**src/rtl/mole_scheduler.sv**
```systemverilog
// rtl/mole_scheduler.sv - whack-a-mole game scheduler: spawns targets, times dwell/gap, scores hits and misses
//
// Ports:
//   clk        in   clock
//   rst_n      in   asynchronous active-low reset
//   start      in   pulse: start or restart a game (highest priority)
//   rand_seg   in   random segment source, sampled in SPAWN (7 maps to 0)
//   hit        in   pulse: correct segment struck
//   wrong      in   pulse: wrong segment struck
//   mole_seg   out  current target segment, 0..6
//   mole_valid out  high while a mole is displayed (SHOW)
//   spawn      out  one-cycle pulse when a new mole_seg is loaded
//   level      out  current level, 0..15
//   misses     out  misses this game
//   game_over  out  high in OVER
module mole_scheduler #(
  parameter logic [15:0] DWELL_INIT     = 16'd40000,
  parameter logic [15:0] DWELL_STEP     = 16'd4000,
  parameter logic [15:0] DWELL_MIN      = 16'd8000,
  parameter logic [15:0] GAP_CYCLES     = 16'd2000,
  parameter logic [3:0]  HITS_PER_LEVEL = 4'd5,
  parameter logic [1:0]  MAX_MISSES     = 2'd3
) (
  input  logic       clk,
  input  logic       rst_n,
  input  logic       start,
  input  logic [2:0] rand_seg,
  input  logic       hit,
  input  logic       wrong,
  output logic [2:0] mole_seg,
  output logic       mole_valid,
  output logic       spawn,
  output logic [3:0] level,
  output logic [1:0] misses,
  output logic       game_over
);

  typedef enum logic [2:0] {
    S_IDLE,
    S_SPAWN,
    S_SHOW,
    S_GAP,
    S_OVER
  } state_t;

  state_t      state;
  logic [3:0]  hit_cnt;
  logic [15:0] dwell;
  logic [15:0] timer;

  logic [2:0]  cand;
  logic [2:0]  seg_pick;
  logic [3:0]  hit_cnt_inc;
  logic [1:0]  misses_inc;
  logic [15:0] dwell_next;

  always_comb begin
    cand = (rand_seg == 3'd7) ? 3'd0 : rand_seg;
    seg_pick = cand;
    // Never show the same segment twice in a row: step to the next one, wrapping 6 -> 0.
    if (cand == mole_seg) begin
      seg_pick = (cand == 3'd6) ? 3'd0 : cand + 3'd1;
    end
    hit_cnt_inc = hit_cnt + 4'd1;
    misses_inc  = misses + 2'd1;
    // Shorten dwell by one step but never below the floor; the first term guards the subtraction.
    if ((dwell > DWELL_STEP) && ((dwell - DWELL_STEP) > DWELL_MIN)) begin
      dwell_next = dwell - DWELL_STEP;
    end else begin
      dwell_next = DWELL_MIN;
    end
  end

  always_ff @(posedge clk or negedge rst_n) begin
    if (!rst_n) begin
      state      <= S_IDLE;
      mole_seg   <= 3'd0;
      mole_valid <= 1'b0;
      spawn      <= 1'b0;
      level      <= 4'd0;
      misses     <= 2'd0;
      game_over  <= 1'b0;
      hit_cnt    <= 4'd0;
      dwell      <= DWELL_INIT;
      timer      <= 16'd0;
    end else begin
      spawn <= 1'b0;
      if (start) begin
        // Restart from any state; an in-flight mole is dropped without a miss.
        state      <= S_SPAWN;
        level      <= 4'd0;
        misses     <= 2'd0;
        hit_cnt    <= 4'd0;
        dwell      <= DWELL_INIT;
        mole_valid <= 1'b0;
        game_over  <= 1'b0;
        timer      <= 16'd0;
      end else begin
        case (state)
          S_IDLE: begin
          end
          S_SPAWN: begin
            mole_seg   <= seg_pick;
            spawn      <= 1'b1;
            mole_valid <= 1'b1;
            timer      <= dwell;
            state      <= S_SHOW;
          end
          S_SHOW: begin
            // A hit outranks a simultaneous wrong strike or timeout.
            if (hit) begin
              mole_valid <= 1'b0;
              timer      <= GAP_CYCLES;
              state      <= S_GAP;
              if (hit_cnt_inc == HITS_PER_LEVEL) begin
                hit_cnt <= 4'd0;
                if (level != 4'd15) begin
                  level <= level + 4'd1;
                end
                dwell <= dwell_next;
              end else begin
                hit_cnt <= hit_cnt_inc;
              end
            end else if (wrong || (timer <= 16'd1)) begin
              misses     <= misses_inc;
              mole_valid <= 1'b0;
              if (misses_inc == MAX_MISSES) begin
                game_over <= 1'b1;
                state     <= S_OVER;
              end else begin
                timer <= GAP_CYCLES;
                state <= S_GAP;
              end
            end else begin
              timer <= timer - 16'd1;
            end
          end
          S_GAP: begin
            if (timer <= 16'd1) begin
              state <= S_SPAWN;
            end else begin
              timer <= timer - 16'd1;
            end
          end
          S_OVER: begin
          end
          default: state <= S_IDLE;
        endcase
      end
    end
  end

endmodule

```
**config.mk**
```make
export PLATFORM = sky130hd
export DESIGN_NAME = mole_scheduler
export DESIGN_NICKNAME = d
export VERILOG_FILES = /design/src/rtl/mole_scheduler.sv
export SDC_FILE = /design/constraint.sdc
export NUM_CORES = 1
export LEC_CHECK = 0
export CORE_ASPECT_RATIO = 1.5
export CORE_MARGIN = 1
export CORE_UTILIZATION = 55
export CTS_BUF_LIST = sky130_fd_sc_hd__clkbuf_8
export CTS_CLUSTER_DIAMETER = 100
export DETAILED_ROUTE_END_ITERATION = 6
export GPL_TIMING_DRIVEN = 0
export PLACE_DENSITY = 0.75
export SLEW_MARGIN = 20
export SYNTH_ARGS = -nofsm -noshare
export SYNTH_HDL_FRONTEND = slang
export SYNTH_SLANG_ARGS = --single-unit
```
**constraint.sdc**
```tcl
create_clock -name clk -period 2.86 [get_ports clk]
set_clock_uncertainty 0.05 [all_clocks]
set_input_delay 0.572 -clock clk [delete_from_list [all_inputs] [get_ports clk]]
set_output_delay 0.572 -clock clk [all_outputs]
set_load 0.02 [all_outputs]
```
==> flow_summary.ini, run 1 <==
[run_status]
status = completed

[layout]
antenna_cells = 0
multiInputGateArea_mm2 = 0.00176
fin_nets = 399
final_area_mm2 = 0.00346
drive_above_1_share_pct = 9.11
syn_to_final_growth_pct = 13.5
final-seq-area_mm2 = 0.00116
fill_cells = 467

[power]
p_clk_share_pct = 26.5
ir_drop_mv = 0.298
seq_power_share_pct = 43.5
leakagePower_nw = 1.39
p_int_mw = 1.19
finalPower_mw = 1.82
pwr_density_cell_mw_per_mm2 = 528
power_frac_comb_pct = 29.9
power.switching_mw = 0.636
p_sw_share_pct = 34.9

[routing]
ant_nets = 0
via_per_inst = 6.25
drc = 0
drt-pass1-iter-count = 4
dr_total_vias = 2827
wl_per_cell_um = 16.5
drtIter0Drc = 189
wl_um = 7460

[synth]
async_flop_share_pct = 100
synth-main-ff-cell = dfrtp_1
synth_edf_count = 0
synth-xor-area-share_pct = 2.30
synthDistinctLibCells = 66
synth_fp_nets = 374
ys_seq_area_share_pct = 38.0
yosys.area.top_type = dfrtp_1
ys_top_cells_by_count = dfrtp_1 (41), nand2_1 (38), nor2_1 (35)
synth_adder_area_share_pct = 3.29
synth_top_family_by_area = compound AO/OA/AOI/OAI gates
ys_ff_latch = 46
synth.top_cells.by_area = dfrtp_1 (34%), nand2_1 (4.7%), dfstp_2 (4.3%)
netlist_instances = 358
yosys.area_share.simple_pct = 23.6
yosysMostFrequentCell = dfrtp_1
syn_avg_cell_area_um2 = 8.51
ys_warn_count = 0
muxShareOfSynthArea_pct = 1.97
yosysTopAreaCellShare_pct = 33.7
synth_compound_area_share_pct = 25.6
synth_area_mm2 = 0.00305

[timing]
slew_viol_final = 0
max-slew-margin-rel_pct = 45.0
layout_min_cycle_time_ns = 2.62
whs_ns = 0.108
worst_pin_slew_ns = 0.822
grt_setup_unrepaired = no
fin_crit_sh_pct = 91.7
setup_viol = 0
fmax_ghz = 0.381
finalHoldViolCount = 0

[clocking]
clkSinkCount = 46
cts-hold-fix-buffers = 0
clock_tree.root_cell = clkbuf_8
clkSlewWorstSetupHoldPaths_ns = 0.09
cts_tree = yes
clk_latency_ns = 0.31
cts_setup_buffers = 0
clk_path_buf_depth = 2
cts_buffers = 5
cts-htree-levels = 2
cts.repair.resized = 0

[setup_path]
r2r_slack_ns = 0.24
crit_path_end_kind = flip-flop
cp-start-kind = flip-flop
r2r_start = timer[0]
cp.depth = 7
path_class = flip-flop to flip-flop
worstPathCellList = inv_1, ha_1, o2111ai_1, o21ai_1, a211oi_4, nand3_1, o311ai_1
worstPathRequired_ns = 3.02
path_buf_inv = 1
arrival_ns = 2.79
r2r_end = timer[14]
endpoint = timer[14]
cp-startpoint = timer[0]
cp_max_fo = 9
slowest_stage = a211oi_4
slowest_delay_ns = 0.50
cp_top_family = compound AO/OA/AOI/OAI gates
reg2regPathDepth = 7

[flow_run]
max_cap_violations = 0

[placed_design]
gp_congestion = 0.906
hpwl_um = 5360
port_buffers = 18
placed_cell_area_mm2 = 0.00333

[grt]
grt_max_degree = 33
antenna_found_initial = 0
grt_pass1_vias = 2770
overflow = 0
track_usage_pct = 27.3
grt_pass1_wl_um = 12700

[die]
num_io_pins = 20
core_mm2 = 0.00525
die_w_um = 62.8
die-height_um = 93.1
design.die.area_mm2 = 0.00584
rows = 32
initial_core_util_pct = 58.1

[worst_hold_path]
hp-class = input pin to async pin
how the worst min path moves through the flow:
stage	slack (ns)	end	from	cells past startpoint
after floorplan	0.23	dwell[13]	rst_n	0
after global placement	0.43	game_over	game_over	2
after detailed placement	0.44	game_over	game_over	2
after CTS	0.12	timer[2]	rst_n	1
after global routing	0.15	timer[2]	rst_n	1
final	0.11	timer[2]	rst_n	1
routing by layer:
| metal | part of all wire [%] | up-vias | wire length (um) | track usage (%) |
|---|---|---|---|---|
| met1 | 43 | 1360 | 3190 | 31.1 |
| met5 | 0 | - | 0 | 0 |
| met4 | 2.8 | 0 | 212 | 14.7 |
| met2 | 51 | 71 | 3770 | 49.3 |
| li1 | - | 1373 | - | - |
| met3 | 3.8 | 23 | 284 | 3.41 |
worst register-to-register path: cells and delay by family, from the launching register on:
family,cells,cell delay [ns]
compound gates,4,1.46
fa+ha+maj,1,0.25
buf+inv,1,0.09
flops,1,0.44
simple gates,1,0.23
power groups by stage:
stage / combinational (mW) / clock, mW / sequential, mW
floorplan: 0.370 / 0 / 0.804
global placement: 0.522 / 0 / 0.801
detailed placement: 0.532 / 0 / 0.804
CTS: 0.538 / 0.493 / 0.791
global route: 0.596 / 0.512 / 0.805
finish: 0.546 / 0.484 / 0.794
kinds of logic after synthesis:
logic type	Yosys count
AOI/OAI and AO/OA	105
and+or+nand+nor	145
muxes	6
adders and majority gates	8
DFF	46
xor gates and xnor gates	8
buffers and inverters	40
cell usage in the layout, fill, tap and decap left out, types with 3 or more instances in the layout:
cell type,n
o221ai_1,7
or2_2,4
mux2i_1,6
a221o_1,3
nor3_1,13
dfstp_2,5
o211ai_1,5
buf_2,3
inv_1,22
nand3_1,9
a21oi_1,20
a21boi_0,4
dfrtp_1,41
nand2_1,38
nor4_1,5
nand2b_1,7
nand4_1,6
o31ai_1,3
nor2b_1,4
a311oi_1,3
a31oi_1,6
o311ai_1,3
a211oi_1,4
or3_1,6
ha_1,8
o21ai_0,13
clkdlybuf4s50_1,17
nor2_1,35
o21ai_1,3
clkbuf_8,5
a32oi_1,3
and3_1,3
clkbuf_1,15
xnor2_1,7
per-stage QoR:
stage | utilization [%] | TNS [ns] | std cells | worst slack, ns
floorplan | - | 0 | 358 | 0.459
global placement | 63.1 | -3.43 | 444 | -0.0866
detailed placement | 63.5 | 0 | 445 | 0.0797
CTS | 65.6 | 0 | 453 | 0.0850
global route | 65.9 | 0 | 452 | 0.0110
finish | 65.9 | 0 | 452 | 0.237
registers in the layout, summed over array words and instances (netlist names):
signal and cells:
level 4, misses 2, spawn 1, mole_valid 1, mole_seg 3, dwell 11
hit_cnt 4, state 3, timer 16, game_over 1
area by class of cell:
| class | count | share of cell area [%] |
|---|---|---|
| repair buffers | 19 | 5.65 |
| inverters | 21 | 2.28 |
| well taps | 68 | 2.46 |
| plain buffers | 18 | 2.24 |
| multi-input cells | 272 | 50.8 |
| clock inverters | 3 | 1.09 |
| clock buffers | 5 | 1.99 |
| flip-flops and latches | 46 | 33.5 |
(Power assumes the default switching activity.)
==> run 2: changes to the inputs <==
PLACE_DENSITY = 0.78   (was 0.75)
clock period = 2.4 ns   (was 2.86 ns; I/O delays follow)
==> flow_summary.ini, run 2 (same netlist as run 1, synthesis figures left out) <==
[layout]
syn_to_final_growth_pct = 26.2
mostFrequentLayoutCells = dfrtp_1 (39), nand2_1 (37), nor2_1 (33)
final_core_util_pct = 73.3
top_register = timer
fin_nets = 417
largest_reg_flops = 16
layout_commonest_cell = dfrtp_1
fin_cells = 470
drive_above_1_share_pct = 21.6
reg.largest.list = timer: 16 flops, dwell: 11 flops
final_area_mm2 = 0.00384
antenna_cells = 0

[worst_hold_path]
hp-class = input pin to async pin

[power]
power_frac_comb_pct = 33.9
finalPower_mw = 2.32
p_int_mw = 1.49
p_sw_share_pct = 35.9
leakagePower_nw = 1.55
p_clk_share_pct = 25.0
pwr_density_cell_mw_per_mm2 = 605
ir_drop_mv = 0.422
seq_power_share_pct = 41.1
power.switching_mw = 0.833

[setup_path]
cp-start-kind = flip-flop
worstPathCellList = or4_4, or2_1, buf_6, o21a_4, o21ai_4, buf_4, nor3_1, a221oi_2
path_class = flip-flop to flip-flop
crit_path_end_kind = flip-flop
arrival_ns = 2.58
cp_top_family = simple AND/OR/NAND/NOR gates
worstPathRequired_ns = 2.57
cp_max_fo = 8
slowest_delay_ns = 0.54
slowest_stage = or4_4
path_buf_inv = 2

[routing]
dr_total_vias = 3042
drt-pass1-iter-count = 5
via_per_inst = 6.47
wl_per_cell_um = 17.9
drc = 0
drtIter0Drc = 229
wl_um = 8390
ant_nets = 0

[timing]
max-slew-margin-rel_pct = 45.7
fin_crit_sh_pct = 100
layout_min_cycle_time_ns = 2.40
grt_setup_unrepaired = yes
fmax_ghz = 0.416
slew_viol_final = 0
setup_tns_ns = -0.00268
fin_ws_ns = -0.00268
setup_viol = 1
finalHoldViolCount = 0
whs_ns = 0.0665
worst_pin_slew_ns = 0.807

[run_status]
status = finished with violations
violations = negative setup slack

[clocking]
clk_latency_ns = 0.31
cts_tree = yes
cts-htree-levels = 2
clkSlewWorstSetupHoldPaths_ns = 0.09
cts_buffers = 5
cts-hold-fix-buffers = 0
clkSinkCount = 46
clk_path_buf_depth = 2
clock_tree.root_cell = clkbuf_8

[die]
initial_core_util_pct = 58.1
design.die.area_mm2 = 0.00584
die-height_um = 93.1
rows = 32
num_io_pins = 20
die_w_um = 62.8
core_mm2 = 0.00525

[grt]
grt_pass1_vias = 2952
busiest_layer = met2
met1_usage_pct = 32.6
overflow = 0
grt_pass1_wl_um = 13600
global_route.usage.met2_pct = 53.4
antenna_found_initial = 0
track_usage_pct = 29.2
grt_max_degree = 27
grtUsageMet3_pct = 5.24

[placed_design]
dpl.cell_count = 445
port_buffers = 18
placed_cell_area_mm2 = 0.00333
gp_congestion = 0.892
hpwl_um = 5490
dp_slack_ns = -0.404

[flow_run]
max_cap_violations = 0
-- run 2: cell count changes in the layout (fill, tap and decap cells not counted), sizes merged --
| cell | before | now |
|---|---|---|
| buf | 5 | 27 |
| clkbuf | 20 | 16 |
-- run 2: layout make-up --
type | instances | area, um^2
multi-input cells | 272 | 1980
fillers | 370 | 1400
well taps | 68 | 85.1
plain buffers | 15 | 78.8
clock buffers | 5 | 68.8
inverters | 21 | 78.8
clock inverters | 3 | 37.5
repair buffers | 40 | 357
flip-flops and latches | 46 | 1160
-- run 2: final timing paths --
kind | from | slack (ns) | end | cells past startpoint
max in group asynchronous | rst_n | 1.62 | dwell[6] | 2
worst min-delay path | rst_n | 0.07 | timer[2] | 1
worst max register to register | timer[7] | -0.003 | timer[9] | 8
min in group clk | game_over | 0.47 | game_over | 2
worst min register to register | game_over | 0.47 | game_over | 2
worst max-delay path | timer[7] | -0.003 | timer[9] | 8
-- run 2: power groups by stage --
| stage | clock network, mW | registers, mW | logic (mW) |
|---|---|---|---|
| after detailed placement | 0 | 0.956 | 0.643 |
| after floorplan | 0 | 0.958 | 0.442 |
| after global routing | 0.609 | 0.969 | 0.862 |
| after CTS | 0.582 | 0.941 | 0.687 |
| after global placement | 0 | 0.953 | 0.622 |
| final | 0.581 | 0.955 | 0.788 |
-- run 2: metal layers --
metal | vias up | part of all wire, % | wire [um]
li1 | 1411 | - | -
met1 | 1491 | 39 | 3300
met2 | 116 | 53 | 4460
met3 | 24 | 5.2 | 433
met4 | 0 | 2.3 | 197
met5 | - | 0 | 0
-- run 2: what timing repair did --
item                                    CTS  global route
pin swaps                                 5            15
gates resized for setup                  18            35
endpoints found under the setup margin   21            30
hold endpoints to repair                  0             0
buffers inserted                          8            13
==> run 3: changes to the inputs <==
ABC_AREA = 1   (was not set)
CORE_UTILIZATION = 40   (was 55)
PLACE_DENSITY = 0.6   (was 0.78)
==> flow_summary.ini, run 3 <==
[grt]
overflow = 0
busiest_layer = met2
global_route.usage.met2_pct = 36.3
grt_max_degree = 29
grt_pass1_vias = 2963
antenna_found_initial = 0
grt_pass1_wl_um = 13200
track_usage_pct = 20.4
grtUsageMet3_pct = 3.41
met1_usage_pct = 22.0

[setup_path]
r2r_slack_ns = 0.32
worstPathRequired_ns = 2.59
reg2regPathDepth = 11
crit_path_end_kind = flip-flop
r2r_start = dwell[6]
arrival_ns = 2.27
r2r_end = dwell[5]
cp-start-kind = flip-flop
path_class = flip-flop to flip-flop
cp_max_fo = 8

[clocking]
clk_path_buf_depth = 2
cts-htree-levels = 2
cts-hold-fix-buffers = 0
clkSinkCount = 46
cts.repair.resized = 0
clock_tree.root_cell = clkbuf_8
cts_buffers = 5
cts_tree = yes
clk_latency_ns = 0.31
clkSlewWorstSetupHoldPaths_ns = 0.09
cts_setup_buffers = 0

[synth]
synth_edf_count = 0
synth.top_cells.by_area = dfrtp_1 (31%), nand2_1 (17%), nand3_1 (7.2%)
async_flop_share_pct = 100
ys_seq_area_share_pct = 35.5
ys_warn_count = 0
ys_top_cells_by_count = nand2_1 (146), inv_1 (61), nand3_1 (47)
yosysMostFrequentCell = nand2_1
synthDistinctLibCells = 36
netlist_instances = 468
synth_fp_nets = 484
ys_ff_latch = 46
synth_area_mm2 = 0.00326
syn_avg_cell_area_um2 = 6.98
yosysTopAreaCellShare_pct = 31.4
synth-main-ff-cell = dfrtp_1
yosys.area.top_type = dfrtp_1

[routing]
wl_per_cell_um = 12.8
via_per_inst = 4.94
drt-pass1-iter-count = 4
wl_um = 7660
drc = 0
ant_nets = 0
dr_total_vias = 2964
drtIter0Drc = 120

[die]
die-height_um = 113
die_w_um = 75.8
rows = 40
design.die.area_mm2 = 0.00853
num_io_pins = 20
core_mm2 = 0.00796
initial_core_util_pct = 41.0

[layout]
mostFrequentLayoutCells = nand2_1 (146), inv_1 (61), nand3_1 (47)
largest_reg_flops = 16
fin_cells = 600
multiInputGateArea_mm2 = 0.00179
fin_nets = 510
syn_to_final_growth_pct = 12.8
top_register = timer
antenna_cells = 0
final-seq-area_mm2 = 0.00116
final_core_util_pct = 46.3
fill_cells = 818
drive_above_1_share_pct = 13.9
reg.largest.list = timer: 16 flops, dwell: 11 flops
layout_commonest_cell = nand2_1

[timing]
fin_crit_sh_pct = 86.6
layout_min_cycle_time_ns = 2.08
worst_pin_slew_ns = 0.522
setup_tns_ns = 0
grt_setup_unrepaired = no
max-slew-margin-rel_pct = 64.8
setup_viol = 0
slew_viol_final = 0
fmax_ghz = 0.481
finalHoldViolCount = 0

[power]
ir_drop_mv = 0.561
pwr_density_cell_mw_per_mm2 = 759
leakagePower_nw = 1.86

[flow_run]
max_cap_violations = 0

[run_status]
status = completed

[placed_design]
gp_congestion = 0.859
dpl.cell_count = 592
port_buffers = 18
hpwl_um = 5850

[worst_hold_path]
hp-class = input pin to async pin
-- run 3: cell types whose count changed in the layout (fill, tap and decap cells not counted), moves of 7 or more --
cell      before  now
nand2_1       37  146
inv_1         21   61
nand3_1        8   47
buf_4         20    2
nand2_2        0   12
o21ai_0       12   24
a21oi_1       19    8
clkbuf_1      10    1
nor3_1        12    3
o21ai_1        1    8
-- run 3: cell families after synthesis --
family / Yosys count / share of synthesized area [%]
fa+ha+maj: 8 / 3.07
flops: 46 / 35.5
compound gates: 49 / 8.78
xor+xnor: 12 / 3.22
simple gates: 277 / 39.6
buf+inv: 76 / 9.85
-- run 3: report_power, final --
| part | internal [mW] | switching (mW) | total (mW) | leakage (nW) |
|---|---|---|---|---|
| Clock | 0.205 | 0.292 | 0.497 | 0.0441 |
| Sequential | 0.913 | 0.118 | 1.03 | 0.598 |
| Combinational | 0.453 | 0.813 | 1.27 | 1.22 |
| Total | 1.57 | 1.22 | 2.79 | 1.86 |
-- run 3: worst max-delay path by stage --
stage	startpoint	to	slack [ns]	cells past startpoint
finish	dwell[6]	dwell[5]	0.32	11
detailed placement	hit	timer[5]	0.23	8
floorplan	dwell[6]	dwell[9]	0.65	12
CTS	dwell[6]	dwell[7]	0.32	11
global route	dwell[6]	dwell[5]	0.08	11
global placement	rst_n	dwell[13]	-0.65	1
-- run 3: area by class of cell --
type,instances,area share (%)
plain buffers,8,1.80
clock buffers,5,1.87
clock inverters,3,0.578
inverters,68,6.93
multi-input cells,346,48.5
flip-flops and latches,46,31.4
well taps,105,3.57
repair buffers,19,5.30
-- run 3: per-stage QoR --
stage	setup slack, ns	hold slack [ns]	area (um^2)	power [mW]
4_1_cts	0.319	0.0588	3680	2.83
3_3_place_gp	-0.648	0.413	3580	2.28
3_5_place_dp	0.229	0.408	3590	2.31
6_report	0.321	0.0560	3680	2.79
2_1_floorplan	0.650	0.134	3260	1.97
5_1_grt	0.0845	0.0772	3680	3.05
-- run 3: metal layers --
| metal | up-vias | share of wire, % |
|---|---|---|
| met5 | - | 0 |
| met4 | 0 | 4.0 |
| met3 | 18 | 2.4 |
| met2 | 44 | 52 |
| met1 | 1373 | 41 |
| li1 | 1529 | - |
-- run 3: critical path: stages (launching register included) --
cell and delay, ns:
dfstp_2 0.57, inv_1 0.07, ha_1 0.21, inv_1 0.07, nand3_1 0.14, nand2_1 0.09, o21ai_0 0.11, nor2_1 0.14
nand3_1 0.11, nand2_2 0.17, nand2_2 0.13, o21ai_1 0.15
